--- src/rtl/mux_cfg_pkg.sv ---
// Shared command codes and loader state encoding for the mux configuration loader.
package mux_cfg_pkg;

    localparam logic [7:0] CMD_SET      = 8'hA5;
    localparam logic [7:0] CMD_COMMIT   = 8'h5A;
    localparam logic [7:0] CMD_IDENTITY = 8'hFF;
    localparam logic [7:0] CMD_NOP      = 8'h00;

    // Encodings kept numerically identical to the legacy constants.
    localparam logic [1:0] ST_IDLE    = 2'd0;
    localparam logic [1:0] ST_GET_DST = 2'd1;
    localparam logic [1:0] ST_GET_SRC = 2'd2;
    localparam logic [1:0] ST_FILL    = 2'd3;

    typedef enum logic [1:0] {
        S_IDLE    = ST_IDLE,
        S_GET_DST = ST_GET_DST,
        S_GET_SRC = ST_GET_SRC,
        S_FILL    = ST_FILL
    } state_t;

endpackage

--- src/rtl/mux_cfg_table.sv ---
// Shadow/active routing table pair: indexed shadow write, bulk commit to active,
// both tables reset to the identity routing.
module mux_cfg_table
    import mux_cfg_pkg::*;
#(
    parameter int  INPUT_COUNT  = 16,
    parameter int  OUTPUT_COUNT = 16,
    localparam int SEL_W        = $clog2(INPUT_COUNT),
    localparam int IDX_W        = (OUTPUT_COUNT > 1) ? $clog2(OUTPUT_COUNT) : 1
) (
    input  logic                            clk,
    input  logic                            rst,
    input  logic                            i_wr_en,
    input  logic [IDX_W-1:0]                i_wr_idx,
    input  logic [SEL_W-1:0]                i_wr_data,
    input  logic                            i_commit,
    output logic [0:SEL_W*OUTPUT_COUNT-1]   o_active
);

    logic [SEL_W-1:0] r_shadow [OUTPUT_COUNT];
    logic [SEL_W-1:0] r_active [OUTPUT_COUNT];

    always_ff @(posedge clk) begin
        if (rst) begin
            for (int unsigned i = 0; i < OUTPUT_COUNT; i++) begin
                r_shadow[i] <= SEL_W'(i % INPUT_COUNT);
                r_active[i] <= SEL_W'(i % INPUT_COUNT);
            end
        end else begin
            if (i_wr_en) begin
                r_shadow[i_wr_idx] <= i_wr_data;
            end
            if (i_commit) begin
                for (int unsigned i = 0; i < OUTPUT_COUNT; i++) begin
                    r_active[i] <= r_shadow[i];
                end
            end
        end
    end

    // Field i sits at ascending bit numbers, so its MSB lands on the lowest index.
    always_comb begin
        o_active = '0;
        for (int unsigned i = 0; i < OUTPUT_COUNT; i++) begin
            o_active[i*SEL_W +: SEL_W] = r_active[i];
        end
    end

endmodule

--- src/rtl/mux_config_loader.sv ---
// Byte-stream command parser that builds a pin-mux routing table in shadow storage
// and publishes it to the selectors on COMMIT.
module mux_config_loader
    import mux_cfg_pkg::*;
#(
    parameter int  INPUT_COUNT  = 16,
    parameter int  OUTPUT_COUNT = 16,
    parameter int  TIMEOUT      = 1000,
    localparam int SEL_W        = $clog2(INPUT_COUNT)
) (
    input  logic                            clk,
    input  logic                            rst,
    input  logic [7:0]                      in_data,
    input  logic                            in_valid,
    output logic                            in_ready,
    output logic [0:SEL_W*OUTPUT_COUNT-1]   selectors,
    output logic                            commit_pulse,
    output logic                            err_pulse,
    output logic                            busy
);

    localparam int IDX_W = (OUTPUT_COUNT > 1) ? $clog2(OUTPUT_COUNT) : 1;
    localparam int TMO_W = $clog2(TIMEOUT + 1);

    state_t             r_state;
    logic [7:0]         r_dst;
    logic [TMO_W-1:0]   r_tmo;
    logic [IDX_W-1:0]   r_fill_k;
    logic               r_commit;
    logic               r_err;

    logic               w_accept;
    logic               w_pair_ok;
    logic               w_tmo_hit;
    logic               w_wr_en;
    logic               w_commit;
    logic [IDX_W-1:0]   w_wr_idx;
    logic [SEL_W-1:0]   w_wr_data;

    assign in_ready     = (r_state != S_FILL);
    assign busy         = (r_state != S_IDLE);
    assign commit_pulse = r_commit;
    assign err_pulse    = r_err;
    assign w_accept     = in_valid && in_ready;
    assign w_pair_ok    = (32'(r_dst) < OUTPUT_COUNT) && (32'(in_data) < INPUT_COUNT);
    assign w_tmo_hit    = (r_tmo == TMO_W'(TIMEOUT - 1));

    // SET and FILL never overlap in time, so they share the single shadow write port.
    always_comb begin
        w_wr_en   = 1'b0;
        w_wr_idx  = r_dst[IDX_W-1:0];
        w_wr_data = in_data[SEL_W-1:0];
        w_commit  = (r_state == S_IDLE) && w_accept && (in_data == CMD_COMMIT);
        if (r_state == S_FILL) begin
            w_wr_en   = 1'b1;
            w_wr_idx  = r_fill_k;
            w_wr_data = SEL_W'(32'(r_fill_k) % INPUT_COUNT);
        end else if (r_state == S_GET_SRC) begin
            w_wr_en   = w_accept && w_pair_ok;
        end
    end

    always_ff @(posedge clk) begin
        if (rst) begin
            r_state  <= S_IDLE;
            r_dst    <= '0;
            r_tmo    <= '0;
            r_fill_k <= '0;
            r_commit <= 1'b0;
            r_err    <= 1'b0;
        end else begin
            r_commit <= 1'b0;
            r_err    <= 1'b0;
            case (r_state)
                S_IDLE: begin
                    if (w_accept) begin
                        case (in_data)
                            CMD_SET: begin
                                r_tmo   <= '0;
                                r_state <= S_GET_DST;
                            end
                            CMD_COMMIT:   r_commit <= 1'b1;
                            CMD_IDENTITY: begin
                                r_fill_k <= '0;
                                r_state  <= S_FILL;
                            end
                            CMD_NOP:      ;
                            default:      r_err <= 1'b1;
                        endcase
                    end
                end
                S_GET_DST, S_GET_SRC: begin
                    if (w_accept) begin
                        r_tmo <= '0;
                        if (r_state == S_GET_DST) begin
                            r_dst   <= in_data;
                            r_state <= S_GET_SRC;
                        end else begin
                            r_err   <= !w_pair_ok;
                            r_state <= S_IDLE;
                        end
                    end else if (w_tmo_hit) begin
                        r_err   <= 1'b1;
                        r_tmo   <= '0;
                        r_state <= S_IDLE;
                    end else begin
                        r_tmo <= r_tmo + TMO_W'(1);
                    end
                end
                S_FILL: begin
                    if (r_fill_k == IDX_W'(OUTPUT_COUNT - 1)) begin
                        r_fill_k <= '0;
                        r_state  <= S_IDLE;
                    end else begin
                        r_fill_k <= r_fill_k + IDX_W'(1);
                    end
                end
                default: r_state <= S_IDLE;
            endcase
        end
    end

    mux_cfg_table #(
        .INPUT_COUNT  (INPUT_COUNT),
        .OUTPUT_COUNT (OUTPUT_COUNT)
    ) u_table (
        .clk       (clk),
        .rst       (rst),
        .i_wr_en   (w_wr_en),
        .i_wr_idx  (w_wr_idx),
        .i_wr_data (w_wr_data),
        .i_commit  (w_commit),
        .o_active  (selectors)
    );

endmodule

--- config.mk ---
export PLATFORM = sky130hd
export DESIGN_NAME = mux_config_loader
export DESIGN_NICKNAME = d
export VERILOG_FILES = /design/src/rtl/mux_cfg_pkg.sv /design/src/rtl/mux_cfg_table.sv /design/src/rtl/mux_config_loader.sv
export SDC_FILE = /design/constraint.sdc
export NUM_CORES = 1
export LEC_CHECK = 0
export BUFFER_PORTS_ARGS = -buffer_cell sky130_fd_sc_hd__buf_2
export CORE_MARGIN = 5
export CORE_UTILIZATION = 45
export CTS_CLUSTER_DIAMETER = 50
export DETAILED_ROUTE_END_ITERATION = 6
export PLACE_DENSITY = 0.65
export SETUP_SLACK_MARGIN = 0.05
export SLEW_MARGIN = 20
export SYNTH_ARGS = -nofsm -noshare
export SYNTH_HDL_FRONTEND = slang
export SYNTH_HIERARCHICAL = 1
export SYNTH_SLANG_ARGS = --single-unit
--- constraint.sdc ---
create_clock -name clk -period 3.1 [get_ports clk]
set_input_delay 0.155 -clock clk [delete_from_list [all_inputs] [get_ports clk]]
set_output_delay 0.155 -clock clk [all_outputs]
set_load 0.005 [all_outputs]
# [Word-level counts from Yosys, hierarchy flattened]
# Memory sizes are Yosys's and may differ from the RTL's.
# Cells that the tools add are included.
[op_classes] addsub=2 muxes=54 eq_ne=15 reduce_logical=19 n_lt_le_gt_ge=2 n_bitwise=18
[op_table] operator="2-to-1 mux 4 bit" n=23
[op_table] operator="2-to-1 mux 10 bit" n=4
[op_table] operator="case mux 10 bit (2 select lines)" n=1
[op_table] operator="2-to-1 mux 1 bit" n=17
[op_table] operator="== test 8 bit (second input constant)" n=2
[op_table] operator="< comparator 8 x 5 -> 1 bit (second input constant)" n=2
[op_table] operator="bitwise OR 1 bit" n=16
[op_table] operator="adder 10 x 1 -> 10 bit (second input constant)" n=1
[op_table] operator="== test 10 bit (second input constant)" n=1
[op_table] operator="2-to-1 mux 2 bit" n=5
[op_table] operator="AND reduction 3 bit" n=3
[op_table] operator="== test 8 x 7 -> 1 bit (second input constant)" n=1
[op_table] operator="logical NOT 8 bit" n=1
[op_table] operator="case mux 4 bit (2 select lines)" n=1
[op_table] operator="OR reduction 4 bit" n=2
[op_table] operator="inequality test 2 x 1 -> 1 bit (second input constant)" n=3
[op_table] operator="case mux 2 bit (3 select lines)" n=1
[op_table] operator="nonzero test 2 bit" n=3
[op_table] operator="logical AND 1 bit" n=5
[op_table] operator="adder 4 x 1 -> 4 bit (second input constant)" n=1
[op_table] operator="== test 2 bit (second input constant)" n=2
[op_table] operator="== test 4 bit (second input constant)" n=1
[op_table] operator="inequality test 2 bit (second input constant)" n=2
[op_table] operator="case mux 2 bit (2 select lines)" n=1
[op_table] operator="10 further kinds" n=11
[totals] register_bits=26 mem_count=2 input_bits=11 out_inout_bits=68 elab_cells=118 mem_bits_rw=128
[mem_list] name="u_table.r_active" words=16 width=4 read_ports=16 rd_ports_with_merged_regs=0 write_ports=16 line="mux_cfg_table.sv:21" rtl="logic [SEL_W-1:0] r_active [OUTPUT_COUNT];"
[mem_list] name="u_table.r_shadow" words=16 width=4 read_ports=16 rd_ports_with_merged_regs=0 write_ports=16 line="mux_cfg_table.sv:20" rtl="logic [SEL_W-1:0] r_shadow [OUTPUT_COUNT];"

# [Longest topological paths before layout]
[depth] word_depth=10 depth_mapped=8 depth_no_buf=6

# [Cells and area by module]
# The synthesis kept the hierarchy.
[by_module_without_submodules] mod="mux_cfg_table" seq_area_each_um2=3843.7 cells_per_inst=313 n_inst=1 area_per_inst_um2=5001.0
[by_module_without_submodules] mod="mux_config_loader" seq_area_each_um2=520.5 cells_per_inst=197 n_inst=1 area_per_inst_um2=1522.7

# [Worst setup path before layout]
# OpenSTA, ideal clock, no wires.
[synth_timing] kind="reg2reg" start="reg r_state[0]" end="mem u_table/r_shadow[1][0] (netlist name) (enable)" path_buffers=2 t_arrival_ns=2.182 t_required_ns=2.795 setup_slack_ns=0.612 period_less_slack_ns=2.488 stages_incl_launch_ff=9 setup_time_ns=0.305 cell_sequence="dfxtp_1 > ha_1 > buf_4 > nor2b_1 > nand3_1 > o21ai_0 > nor4b_2 > buf_2 > a21o_1"
[synth_lines] item="start, declared" line="mux_config_loader.sv:25" rtl="state_t r_state;"
[synth_lines] item="start signal, assigned" line="mux_config_loader.sv:65" rtl="r_state <= S_IDLE;"
[synth_lines] item="start signal, assigned" line="mux_config_loader.sv:80" rtl="r_state <= S_GET_DST;"
[synth_lines] item="start signal, assigned" line="mux_config_loader.sv:85" rtl="r_state <= S_FILL;"
[synth_lines] item="end, declared" line="mux_cfg_table.sv:20"

==> run metrics <==
slowest CP cell or4b_1; I/O Pins 79; worst-path cell chain ha_1 > nor2b_1 > nand3_1 > o21ai_0 > buf_4 > or4b_1 > or3_1; DRT antenna net count 0; HP Class in2reg; wirelength, routed about 13000 um; Die Y-Extent about 130 um; antenna violations before repair 0; RSZ-0062 raised after global routing no; Remaining Overflow, GRT 0; fmax between 0.3 and 0.4 GHz; min Tclk post-route about 2800 ps; dpl hpwl 8660 um; first-pass GRT wire length ~21000 um; Layout Nets 610; warning count from the yosys run 6; Die X 130 um; commonest non-fill, non-tap cell in the layout edfxtp_1; post-CTS sizing 0; R2R cell count 7; CTS H-Tree Depth 4; CP peak stage delay between 400 and 500 ps; GRT Total Usage 0.163; Fillers between 1000 and 1500; vias in the first global route approximately 4200; Clock transition at path regs around 60 ps; Peak VDD IR between 0.3 and 0.4 mV; placed cells about 750; Avg Inst Size Synth around 13 um2; Sink Count approximately 150; area delta synth->final 18.7%; crit path launch type flip-flop; Hold WS about 19 ps; CP Data Arrival Time about 3000 ps; Initial DRC Count ~270; Hold Path Cell Cnt 3; Buffers & Inverters on Critical Path 1; Core Area 14400 um2; initial core utilization 0.454; Yosys reg bits about 150; Slew headroom 0.478; Pwr Density 573 nW/um2; setup_tns 0 ps; Final Cycle Share 0.913; pin count of the biggest net entering global routing between 60 and 70; Longest Clk Path Bufs 2; CTS tree built; Port Buffer Count between 70 and 80; routability-driven placement congestion ratio slightly below 0.8; setup violators final 0; Max Cap Viol 0; Levels on crit path 7; clk_lat worst skew approximately 420 ps; status complete, no violations; routed via count ~4200; final hold vios 0; layout cells sized above 1 0.253; Worst Path Max Fanout 19; leakage dissipation about 2.7 nW; Gate Count Post-Synth between 500 and 600; CTS root buffer clkbuf_16; Crit. End Element flip-flop; # diodes 0; Worst Setup Path Type reg2reg; Mapped Area 6520 um2; most frequent cells in the layout edfxtp_1, buf_2, nand2_1, and3_1, or3_1; Final Non-Filler Cells around 800; Worst Max-Slew Pin Slew around 780 ps; via/cell ratio roughly 5.4; clock buffers created by TritonCTS 17; Synth cell types a little under 50; drt wl/cell about 17 um; Seq/Total Area, Yosys 0.669; die area 17000 um2; Max Clock Skew around 10 ps; DR pass1 iterations 5; site row count 44; Mapped Nets 528; fin. max-slew vios 0; critical path required time about 3300 ps; delay-heaviest family, CP simple AND/OR/NAND/NOR gates; DRC Markers 0
[worst register-to-register path, delay by kind of cell, from the launching register on]
kind / cells / cell delay, ps
fa+ha+maj: 1 / 410
buf+inv: 1 / 200
simple gates: 4 / 1340
flops: 1 / 340
compound gates: 1 / 280
[flip-flops by register name, indices dropped and copies added, names as in the netlist]
name / cells
commit_pulse: 1
r_state: 2
r_fill_k: 4
u_table/r_shadow: 64
err_pulse: 1
r_tmo: 10
r_dst: 8
u_table/r_active: 64
[per-stage QoR]
| stage | setup slack (ps) | cell area (um2) | power (mW) | util |
|---|---|---|---|---|
| 6_report | 268 | 7740 | 4.44 | 0.539 |
| 5_1_grt | 138 | 7740 | 4.60 | 0.539 |
| 4_1_cts | 315 | 7740 | 4.48 | 0.539 |
| 3_5_place_dp | 341 | 7120 | 2.50 | 0.495 |
| 3_3_place_gp | 492 | 7120 | 2.49 | 0.495 |
| 2_1_floorplan | 612 | 6520 | 2.42 | - |
[metal layers]
layer	track usage	wire length (um)	vias to the layer above
met1	0.201	5620	2038
met3	0.0431	802	14
met5	0	0	-
met4	0.0605	189	0
met2	0.276	6500	130
li1	-	-	2045
[path summary, 6_finish.rpt]
kind	to	start	slack, ps
setup / recovery	u_table/r_shadow[3][1]	r_state[0]	270
hold / removal	r_dst[1]	in_data[1]	20
setup reg to reg	u_table/r_shadow[3][1]	r_state[0]	270
hold reg to reg	r_dst[5]	r_dst[5]	450
[report_power, final]
part           switching, mW  total, mW  internal [mW]
clock                  0.801       1.98           1.18
combinational          0.120      0.181         0.0602
sequential           0.00976       2.28           2.27
total                  0.931       4.44           3.51
[kinds of logic after synthesis]
group	synth area share
AO/OA/AOI/OAI	0.0643
AND/OR/NAND/NOR	0.219
flip-flops	0.669
buffers and inverters	0.0295
multiplexers	0.00460
adder cells (fa/ha/maj)	0.0134
[cells in the mapped netlist (all sizes together)]
master | number | area [um2]
a32o | 1 | 10.0
nand4bb | 2 | 22.5
or2 | 21 | 134
and4b | 1 | 10.0
edfxtp | 128 | 3840
nand2 | 35 | 131
a21oi | 12 | 60.1
nand4b | 3 | 26.3
inv | 15 | 56.3
nor3 | 1 | 5.00
nor4 | 4 | 25.0
a32oi | 1 | 16.3
and4bb | 2 | 25.0
or3 | 33 | 206
clkbuf | 29 | 109
a31o | 1 | 8.76
nand3 | 12 | 65.1
or4 | 4 | 30.0
o31ai | 1 | 7.51
and3b | 1 | 8.76
ha | 7 | 87.6
a22oi | 2 | 20.0
o211ai | 1 | 7.51
nor4b | 3 | 32.5
or4b | 2 | 20.0
and2 | 28 | 175
buf | 5 | 27.5
mux2i | 3 | 30.0
a21o | 17 | 128
nand2b | 18 | 113
o2111ai | 1 | 8.76
a41oi | 1 | 8.76
and3 | 36 | 226
o32ai | 2 | 17.5
nor2 | 7 | 26.3
and4 | 4 | 35.0
o21ai | 13 | 65.1
a31oi | 6 | 37.5
o22ai | 1 | 6.26
nor2b | 13 | 81.3
a311oi | 2 | 17.5
nand4 | 5 | 31.3
dfxtp | 26 | 521
[cell type report]
type / count / area [um2] / area share
Timing Repair Buffer: 97 / 546 / 0.0704
Multi-Input combinational cell: 307 / 1970 / 0.255
Clock buffer: 17 / 425 / 0.0549
Clock inverter: 15 / 150 / 0.0194
Inverter: 15 / 56.3 / 0.00727
Sequential cell: 154 / 4360 / 0.563
Tap cell: 184 / 230 / 0.0297
[what timing repair did]
action,CTS,global route
setup buffers,0,0
hold endpoints to repair,5,0
hold buffers,5,0
(Power assumes the default switching activity.)
